--- src/rtl/extend_pipe.sv ---
// -----------------------------------------------------------------------------
// extend_pipe: pipelined IN_W -> OUT_W immediate/operand extender.
//
// Per-transaction modes:
//   00 zero-extend, 01 sign-extend, 10 ones-fill, 11 high-placement.
// The extension is computed at accept time and stored in a 2-entry,
// strictly ordered output buffer. Both sides use valid/ready handshakes.
// Latency is one cycle. There is no combinational path from the input
// side to the output side.
//
// Optional feature (macro EXTEND_CNT_EN):
//   When defined, the design adds port xfer_cnt. It is a CNT_W-bit
//   wrapping count of completed output transfers.
// -----------------------------------------------------------------------------
module extend_pipe #(
  parameter int IN_W  = 16,
  parameter int OUT_W = 32,
  parameter int CNT_W = 16
) (
  input  logic             clk,
  input  logic             rst_n,
  input  logic             in_valid,
  output logic             in_ready,
  input  logic [IN_W-1:0]  in_data,
  input  logic [1:0]       in_mode,
  output logic             out_valid,
  input  logic             out_ready,
  output logic [OUT_W-1:0] out_data
`ifdef EXTEND_CNT_EN
  ,
  output logic [CNT_W-1:0] xfer_cnt
`endif
);

  localparam logic [1:0] MODE_ZERO = 2'b00;
  localparam logic [1:0] MODE_SIGN = 2'b01;
  localparam logic [1:0] MODE_ONES = 2'b10;
  localparam logic [1:0] MODE_HIGH = 2'b11;

  localparam logic [1:0] CNT_EMPTY = 2'd0;
  localparam logic [1:0] CNT_ONE   = 2'd1;
  localparam logic [1:0] CNT_FULL  = 2'd2;

  // Extended value of the current input beat. It only matters on an accept.
  logic [OUT_W-1:0] ext_w;

  // Buffer storage. head_q is always the oldest entry and drives out_data
  // directly. It keeps its last value when the buffer drains, so out_data
  // holds steady while empty.
  logic [OUT_W-1:0] head_q, head_d;
  logic [OUT_W-1:0] tail_q, tail_d;
  logic [1:0]       count_q, count_d;
  logic             in_ready_q, in_ready_d;

  logic push_w;
  logic pop_w;

  // ---------------------------------------------------------------------------
  // Extension logic
  // ---------------------------------------------------------------------------
  generate
    if (OUT_W == IN_W) begin : g_passthru
      // Every mode passes the value through when no widening is needed.
      logic [1:0] unused_mode_w;
      assign unused_mode_w = in_mode;
      assign ext_w         = in_data;
    end else begin : g_widen
      localparam int PAD_W = OUT_W - IN_W;

      // Select the fill pattern for the upper bits, or place the value high.
      always_comb begin
        ext_w = {{PAD_W{1'b0}}, in_data};
        case (in_mode)
          MODE_ZERO: ext_w = {{PAD_W{1'b0}}, in_data};
          MODE_SIGN: ext_w = {{PAD_W{in_data[IN_W-1]}}, in_data};
          MODE_ONES: ext_w = {{PAD_W{1'b1}}, in_data};
          MODE_HIGH: ext_w = {in_data, {PAD_W{1'b0}}};
          default:   ext_w = {{PAD_W{1'b0}}, in_data};
        endcase
      end
    end
  endgenerate

  // ---------------------------------------------------------------------------
  // Handshakes
  // ---------------------------------------------------------------------------
  assign out_valid = (count_q != CNT_EMPTY);
  assign out_data  = head_q;
  assign in_ready  = in_ready_q;

  // in_ready_q is registered from the next occupancy, so it already means
  // "count < 2". No extra full check is needed on the accept path.
  assign push_w = in_valid & in_ready_q;
  assign pop_w  = out_valid & out_ready;

  // ---------------------------------------------------------------------------
  // Buffer next-state: shift-style 2-entry FIFO. The head is the oldest entry.
  // ---------------------------------------------------------------------------
  always_comb begin
    head_d  = head_q;
    tail_d  = tail_q;
    count_d = count_q;
    case (count_q)
      CNT_EMPTY: begin
        if (push_w) begin
          head_d  = ext_w;
          count_d = CNT_ONE;
        end
      end
      CNT_ONE: begin
        if (push_w && pop_w) begin
          // The new beat becomes the head in the same cycle the old head leaves.
          head_d  = ext_w;
        end else if (push_w) begin
          tail_d  = ext_w;
          count_d = CNT_FULL;
        end else if (pop_w) begin
          count_d = CNT_EMPTY;
        end
      end
      CNT_FULL: begin
        if (pop_w) begin
          head_d = tail_q;
          if (push_w) begin
            // Unreachable while in_ready tracks occupancy. Kept so the
            // buffer still drops nothing if that ever changes.
            tail_d = ext_w;
          end else begin
            count_d = CNT_ONE;
          end
        end
      end
      default: begin
        count_d = CNT_EMPTY;
      end
    endcase
    in_ready_d = (count_d != CNT_FULL);
  end

  // Buffer and in_ready registers. Reset discards all buffered entries.
  always_ff @(posedge clk or negedge rst_n) begin
    if (!rst_n) begin
      head_q     <= '0;
      tail_q     <= '0;
      count_q    <= CNT_EMPTY;
      in_ready_q <= 1'b0;
    end else begin
      head_q     <= head_d;
      tail_q     <= tail_d;
      count_q    <= count_d;
      in_ready_q <= in_ready_d;
    end
  end

`ifdef EXTEND_CNT_EN
  // ---------------------------------------------------------------------------
  // Output transfer counter. It wraps naturally at 2^CNT_W.
  // ---------------------------------------------------------------------------
  logic [CNT_W-1:0] xfer_cnt_q, xfer_cnt_d;

  assign xfer_cnt = xfer_cnt_q;

  // Advance once per completed output transfer.
  always_comb begin
    xfer_cnt_d = xfer_cnt_q;
    if (pop_w) begin
      xfer_cnt_d = xfer_cnt_q + CNT_W'(1);
    end
  end

  // Counter register, cleared by reset.
  always_ff @(posedge clk or negedge rst_n) begin
    if (!rst_n) begin
      xfer_cnt_q <= '0;
    end else begin
      xfer_cnt_q <= xfer_cnt_d;
    end
  end
`endif

endmodule

--- config.mk ---
export PLATFORM = sky130hd
export DESIGN_NAME = extend_pipe
export DESIGN_NICKNAME = d
export VERILOG_FILES = /design/src/rtl/extend_pipe.sv
export SDC_FILE = /design/constraint.sdc
export NUM_CORES = 1
export LEC_CHECK = 0
export CORE_MARGIN = 3
export CORE_UTILIZATION = 45
export CTS_CLUSTER_DIAMETER = 120
export CTS_CLUSTER_SIZE = 25
export DETAILED_ROUTE_END_ITERATION = 10
export GPL_TIMING_DRIVEN = 0
export MAX_ROUTING_LAYER = met4
export PLACE_DENSITY = 0.71
export SETUP_SLACK_MARGIN = 0.5
export SYNTH_ARGS = -nofsm -noshare
export SYNTH_HDL_FRONTEND = slang
export SYNTH_SLANG_ARGS = --single-unit
--- constraint.sdc ---
create_clock -name clk -period 2 [get_ports clk]
set_input_delay 0.4 -clock clk [delete_from_list [all_inputs] [get_ports clk]]
set_output_delay 0.4 -clock clk [all_outputs]
set_load 0.005 [all_outputs]
### Word-level counts from Yosys, hierarchy flattened

Cells that the tools add are included.

* register bits after elaboration: 67
* word-level logic and storage cells: 40

* equal/unequal tests: 10
* multiplexer cells: 16
* bitwise logic cells: 2
* reduce and logical (&&, ||, !) cells: 8

Operators by type and width (count)
* $mux 32: 6
* $pmux 32 s4: 1
* $pmux 32 s3: 1
* $pmux 32 s2: 1
* $mux 2: 6
* $ne 2x2->1 const B: 5
* $eq 2x2->1 const B: 3
* $pmux 2 s3: 1
* $eq 2x1->1 const B: 2
* $logic_not 2->1: 2
* $reduce_and 4->1: 1
* $reduce_bool 2->1: 2
* $reduce_and 3->1: 1
* $reduce_bool 3->1: 1
* $and 1x1->1: 2
* $logic_and 1x1->1: 1

### Logic depth before layout (Yosys ltp)

Gate-level depths: netlist (run 1).

* word-level depth: 7
* gate-level depth with buffers: 6

### Least setup slack after synthesis (run 1)

OpenSTA, ideal clock, no wires.

* path kind: reg2reg
* from: register count_q[1]
* to: register tail_q[11]
* library setup time: 128 ps
* data arrival time: 1602 ps
* slack: 271 ps
* stages on the path, launching flop included: 6
* buffers on the path: 2
* cell sequence: dfrtp_1 -> buf_6 -> or3b_1 -> a21oi_4 -> buf_6 -> mux2_1

* longest elaborated chain between the ends: 5
* elaborated cells between the ends (all ways): 10
* classes of those cells: 4 x eq/ne; 1 x mux; 1 x bitwise; 4 x reduce/logical

Ends and longest elaborated chain
* start: declaration: RTL line 52 `logic [1:0] count_q, count_d;`
* start signal: assignment: RTL line 150 `count_q <= count_d;`
* $reduce_bool 2->1: RTL line 87 `assign out_valid = (count_q != CNT_EMPTY);`
* $and 1x1->1: RTL line 94 `assign pop_w = out_valid & out_ready;`
* $logic_and 1x1->1: RTL line 111 `if (push_w && pop_w) begin`
* $ne 2x2->1 (no source line)
* $reduce_and 3->1 (no source line)
* end signal: assignment: RTL line 149 `tail_q <= tail_d;`
* end: declaration: RTL line 51 `logic [OUT_W-1:0] tail_q, tail_d;`

Several ways; a longest one is shown, not always the timed one.
A chain may end at the register's enable or synchronous reset.

### Worst setup path after layout (run 1)

* from: register count_q[1]
* to: register tail_q[6]

The elaborated chain is that of the path after synthesis.

==> qor.csv, run 1 <==
stage;metric;value;unit
die;die_h;90.7;um
finish;instances_no_fill;460;
finish;final_common_cell;dfrtp_1;
worst_setup_path;reg2reg_depth;6;
detailed_routing;finalWirelength;8690;um
worst_setup_path;cp_top_family;buffers and inverters;
worst_setup_path;cp-end-kind;flip-flop;
die;initial_core_util;47.0;%
sta;finalHoldViolCount;0;
global_routing;grt_antenna_before_repair;0;
power_and_ir_drop;ir_worst_vdd;0.653;mV
detailed_routing;ant_nets;0;
worst_setup_path;cpPeakStageDelay;0.38;ns
logic_synthesis;syn_area;0.00323;mm2
clocking;cts_htree_levels;3;
worst_setup_path;crit_type;reg2reg;
detailed_routing;routed_via_density;5.37;
logic_synthesis;yosys.area.top_type;dfrtp_1;
finish;fin_util;68.0;%
clocking;numCtsBuffers;9;
sta;slew_violations;0;
clocking;path_clk_slew;0.07;ns
finish;fin_area;0.00467;mm2
finish;layout_common_cells;67 x dfrtp_1, 35 x dlygate4sd2_1, 34 x mux2_4, 31 x mux2i_1, 21 x buf_4;
worst_setup_path;arrival;2.05;ns
placed_design;place_area;0.00396;mm2
sta;relSlewSlack;42.6;%
logic_synthesis;yosysSeqAreaShare;51.9;%
sta;finalSetupViolations;0;
worst_setup_path;timing.critical_path.buf_inv;3;
placed_design;dpl.hpwl;4960;um
power_and_ir_drop;powerDensity;1420;mW/mm2
sta;skew;0.00742;ns
logic_synthesis;synth_top_area_share;51.9;%
clocking;cts-root-buf;clkbuf_8;
logic_synthesis;synth.area.top_cells;dfrtp_1 52%, mux2_2 12%, mux2i_1 9.6%;
global_routing;grt_max_degree;68;
worst_hold_path;worstHoldPathType;in2async;
die;die-area;0.00823;mm2
logic_synthesis;synthCells;264;
power_and_ir_drop;p_total;6.62;mW
sta;min_period;1.82;ns
sta;finalCritPeriodShare;91.2;%
detailed_routing;drtPass1Iterations;4;
finish;finalNetCount;381;
run;maxCapViolCount;0;
clocking;clkLatencyLatePin;0.35;ns
finish;n_antenna_cell;0;
sta;fmax;548;MHz
die;io-pin-count;56;
worst_setup_path;critPathMaxFanout;5;
logic_synthesis;syn_nets;286;
detailed_routing;vias;2471;
finish;syn_to_final_growth;44.6;%
worst_setup_path;cp.required;2.23;ns
global_routing;grt_overflow;0;
detailed_routing;wl_per_cell;18.9;um
power_and_ir_drop;p_leak;2.28;nW
finish;multiInputGateArea;0.00165;mm2
worst_setup_path;crit_slowest_cell;or3b_4;
worst_setup_path;path_common_cell;buf_6;
sta;worstMarginPinSlew;0.861;ns
finish;drive_gt1_share;37.9;%
logic_synthesis;ys_warn_count;0;
finish;fillCellCount;524;
placed_design;dp.cells;413;
finish;ff_latch_area;0.00168;mm2
logic_synthesis;synth_cell_types;27;
worst_setup_path;start_kind;flip-flop;
worst_setup_path;path_cells;buf_6, or3b_4, a21oi_4, buf_6, buf_8, mux2_4;
placed_design;pre_cts_slack;-0.315;ns
placed_design;place_congestion;0.845;
detailed_routing;drc_errors;0;
logic_synthesis;synth-seq-cells;67;
global_routing;grt_pass1_wl;13600;um
detailed_routing;drtIter0Drc;149;
placed_design;io_buffers;53;
sta;timing.final.ws_setup;0.176;ns
sta;rsz0062_at_grt;yes;
worst_setup_path;cp_num_cells;6;
clocking;cts_tree;built;
logic_synthesis;synth.avg_cell_area;12.2;um2
die;chipWidth;90.7;um
status;status;finished, final reports clean;
clocking;cts_num_sinks;67;
die;core_area;0.00687;mm2
global_routing;first_global_vias;2533;
die;rows;30;
clocking;clockBufferDepth;2;
global_routing;track_usage;21.8;%
==> worst reg2reg max path, cell delays in order (launching register included) <==
cell and delay [ns]:
dfrtp_1 0.37, buf_6 0.12, or3b_4 0.38, a21oi_4 0.26
buf_6 0.16, buf_8 0.12, mux2_4 0.30
==> kinds of logic after synthesis <==
group	after synthesis	share of synthesized area, %
AOI/OAI and AO/OA	54	11.3
buffers and inverters	34	5.15
muxes	83	27.7
and+or+nand+nor	26	3.87
DFF	67	51.9
==> final timing paths <==
kind	slack [ns]	to	from
min in group clk	0.50	out_data[14]	out_data[14]
worst max-delay path	0.18	tail_q[6]	count_q[1]
worst max register to register	0.18	tail_q[6]	count_q[1]
max in group asynchronous	1.28	count_q[0]	rst_n
worst min register to register	0.50	out_data[14]	out_data[14]
worst min-delay path	0.17	out_data[12]	rst_n
==> flip-flops by register name (all words and copies together) (netlist names) <==
signal / flops
tail_q: 32
in_ready: 1
count_q: 2
out_data: 32
==> Yosys cell counts, drive strengths merged <==
master	count
nand2	3
nor2	15
dfrtp	67
mux2	52
nor2b	1
o22ai	16
buf	12
a21o	1
nor3	1
or2	1
nand4b	1
nand2b	1
inv	15
a21boi	17
nand3b	1
and3b	1
o31ai	1
clkbuf	7
or3b	1
mux2i	31
o21a	1
a21oi	2
o21ai	16
==> metrics by stage <==
stage,hold slack (ns),TNS (ns)
after global placement,0.464,-127.67
after global routing,0.230,0
after floorplan,0.104,0
after detailed placement,0.472,-11.47
after CTS,0.201,0
final,0.169,0
==> layer usage <==
layer  vias to the layer above  wire, um  global-route usage (%)  part of all wire, %
li1                       1123         -                       -                    -
met1                      1268      3900                    29.8                   45
met2                        65      4220                    32.3                   49
met3                        15       412                    4.17                  4.7
met4                         0       168                    8.55                  1.9
met5                         -         0                       -                    0
==> cell type report <==
type,instances,share of cell area (%)
flip-flops and latches,67,35.9
repair buffers,84,17.2
inverters,15,1.21
well taps,96,2.57
clock inverters,2,0.750
multi-input cells,163,35.3
clock buffers,14,3.27
plain buffers,19,3.75
==> timing repair <==
item                       in CTS  in global routing
resized for setup              82                 38
setup buffers                  19                  8
setup endpoints to repair      98                 67
hold buffers                    0                  0
cloned                          2                  2
pin swaps                       7                 14
==> power breakdown <==
part	switching, mW	internal (mW)	leakage (nW)	total, mW
combinational	1.20	1.94	1.38	3.14
sequential	0.354	2.01	0.805	2.37
clock	0.498	0.611	0.0947	1.11
No activity file was read; power rests on OpenSTA's default activity.
==> run 2, diff against run 1 <==
--- a/config.mk
+++ b/config.mk
@@ -17,3 +17,4 @@
 export SYNTH_ARGS = -nofsm -noshare
 export SYNTH_HDL_FRONTEND = slang
 export SYNTH_SLANG_ARGS = --single-unit
+export TNS_END_PERCENT = 1
==> qor.csv, run 2 (synthesis results as in run 1) <==
stage;metric;value;unit
finish;instances_no_fill;437;
sta;finalSetupTns;0;ns
worst_setup_path;arrival;1.98;ns
worst_setup_path;path_cells;buf_6, or3b_4, a21oi_4, buf_6, mux2_1;
finish;final_common_cell;dfrtp_1;
detailed_routing;drtIter0Drc;102;
power_and_ir_drop;p_leak;1.95;nW
sta;relSlewSlack;42.9;%
worst_setup_path;cpPeakStageDelay;0.38;ns
placed_design;dp.cells;413;
die;chipWidth;90.7;um
worst_setup_path;cp_top_family;flip-flops;
sta;timing.final.ws_setup;0.240;ns
placed_design;dpl.hpwl;4750;um
finish;n_antenna_cell;0;
worst_setup_path;start_kind;flip-flop;
run;maxCapViolCount;0;
clocking;cts_htree_levels;3;
worst_setup_path;crit_type;reg2reg;
clocking;cts_num_sinks;67;
detailed_routing;drtPass1Iterations;4;
clocking;clkLatencyLatePin;0.34;ns
clocking;numCtsBuffers;9;
power_and_ir_drop;ir_worst_vdd;0.812;mV
die;core_area;0.00687;mm2
finish;finalNetCount;358;
sta;slew_violations;0;
sta;min_period;1.76;ns
finish;layout_common_cells;67 x dfrtp_1, 50 x clkdlybuf4s50_1, 34 x mux2_2, 31 x mux2i_1, 17 x a21boi_0;
sta;skew;0.00974;ns
detailed_routing;wl_met3;344;um
finish;syn_to_final_growth;32.2;%
sta;fmax;568;MHz
die;rows;30;
sta;rsz0062_at_grt;yes;
global_routing;grt_overflow;0;
detailed_routing;highest_layer;met4;
worst_setup_path;path_common_cell;buf_6;
die;io-pin-count;56;
detailed_routing;route.met2.wl;3230;um
sta;finalSetupViolations;0;
detailed_routing;wl_met1;3260;um
finish;fin_area;0.00427;mm2
clocking;path_clk_slew;0.07;ns
worst_hold_path;worstHoldPathType;in2async;
sta;finalCritPeriodShare;88.0;%
detailed_routing;routed_via_density;5.14;
worst_setup_path;crit_slowest_cell;dfrtp_1;
worst_setup_path;cp.required;2.22;ns
global_routing;grt_max_degree;68;
global_routing;first_global_vias;2322;
detailed_routing;wl_per_cell;15.8;um
status;status;finished, final reports clean;
clocking;clockBufferDepth;2;
global_routing;grt_pass1_wl;12000;um
placed_design;pre_cts_slack;-0.385;ns
power_and_ir_drop;powerDensity;1430;mW/mm2
clocking;cts_tree;built;
die;die-area;0.00823;mm2
placed_design;io_buffers;53;
sta;worstMarginPinSlew;0.856;ns
placed_design;place_area;0.00390;mm2
worst_setup_path;critPathMaxFanout;9;
detailed_routing;vias;2246;
global_routing;grt_antenna_before_repair;0;
detailed_routing;finalWirelength;6920;um
clocking;cts-root-buf;clkbuf_8;
global_routing;track_usage;18.8;%
power_and_ir_drop;p_total;6.08;mW
detailed_routing;drc_errors;0;
sta;finalHoldViolCount;0;
die;initial_core_util;47.0;%
worst_setup_path;cp-end-kind;flip-flop;
worst_setup_path;timing.critical_path.buf_inv;2;
finish;drive_gt1_share;26.4;%
die;die_h;90.7;um
detailed_routing;ant_nets;0;
finish;fillCellCount;573;
placed_design;place_congestion;0.804;
## run 2: cell type report
type	count	area, um2	area share, %
plain buffers	19	130	3.05
repair buffers	61	607	14.2
well taps	96	120	2.81
clock buffers	12	155	3.63
clock inverters	4	72.6	1.70
inverters	15	56.3	1.32
flip-flops and latches	67	1680	39.3
multi-input cells	163	1450	34.0
## run 2: final timing paths
kind                                 to  slack (ns)        from  depth (start not counted)
setup / recovery              tail_q[2]        0.24  count_q[1]                          5
hold / removal             out_data[26]        0.17       rst_n                          1
setup reg to reg              tail_q[2]        0.24  count_q[1]                          5
hold reg to reg               tail_q[2]        0.49   tail_q[2]                          1
max in group asynchronous    tail_q[13]        1.27       rst_n                          1
min in group clk              tail_q[2]        0.49   tail_q[2]                          1
## run 2: layer usage
metal | up-vias | GRT usage (%)
met5 | - | -
met4 | 0 | 5.48
met3 | 8 | 5.33
met2 | 70 | 27.5
met1 | 1090 | 25.3
li1 | 1078 | -
## run 2: what timing repair did
action / in CTS / in global routing
hold buffers: 0 / 0
setup endpoints to repair: 98 / 98
buffers inserted: 5 / 2
gates resized for setup: 14 / 10
pin swaps: 2 / 2
gates cloned: 1 / 0
## run 2: through the flow
stage / hold WS, ns / util, %
6_report: 0.166 / 62.1
4_1_cts: 0.194 / 61.5
3_5_place_dp: 0.474 / 56.8
5_1_grt: 0.204 / 62.1
2_1_floorplan: 0.104 / -
3_3_place_gp: 0.463 / 56.8
## run 2: power breakdown
part | internal, mW | switching [mW]
Clock | 0.769 | 0.503
Combinational | 1.56 | 0.902
Sequential | 2.01 | 0.336
Total | 4.34 | 1.74
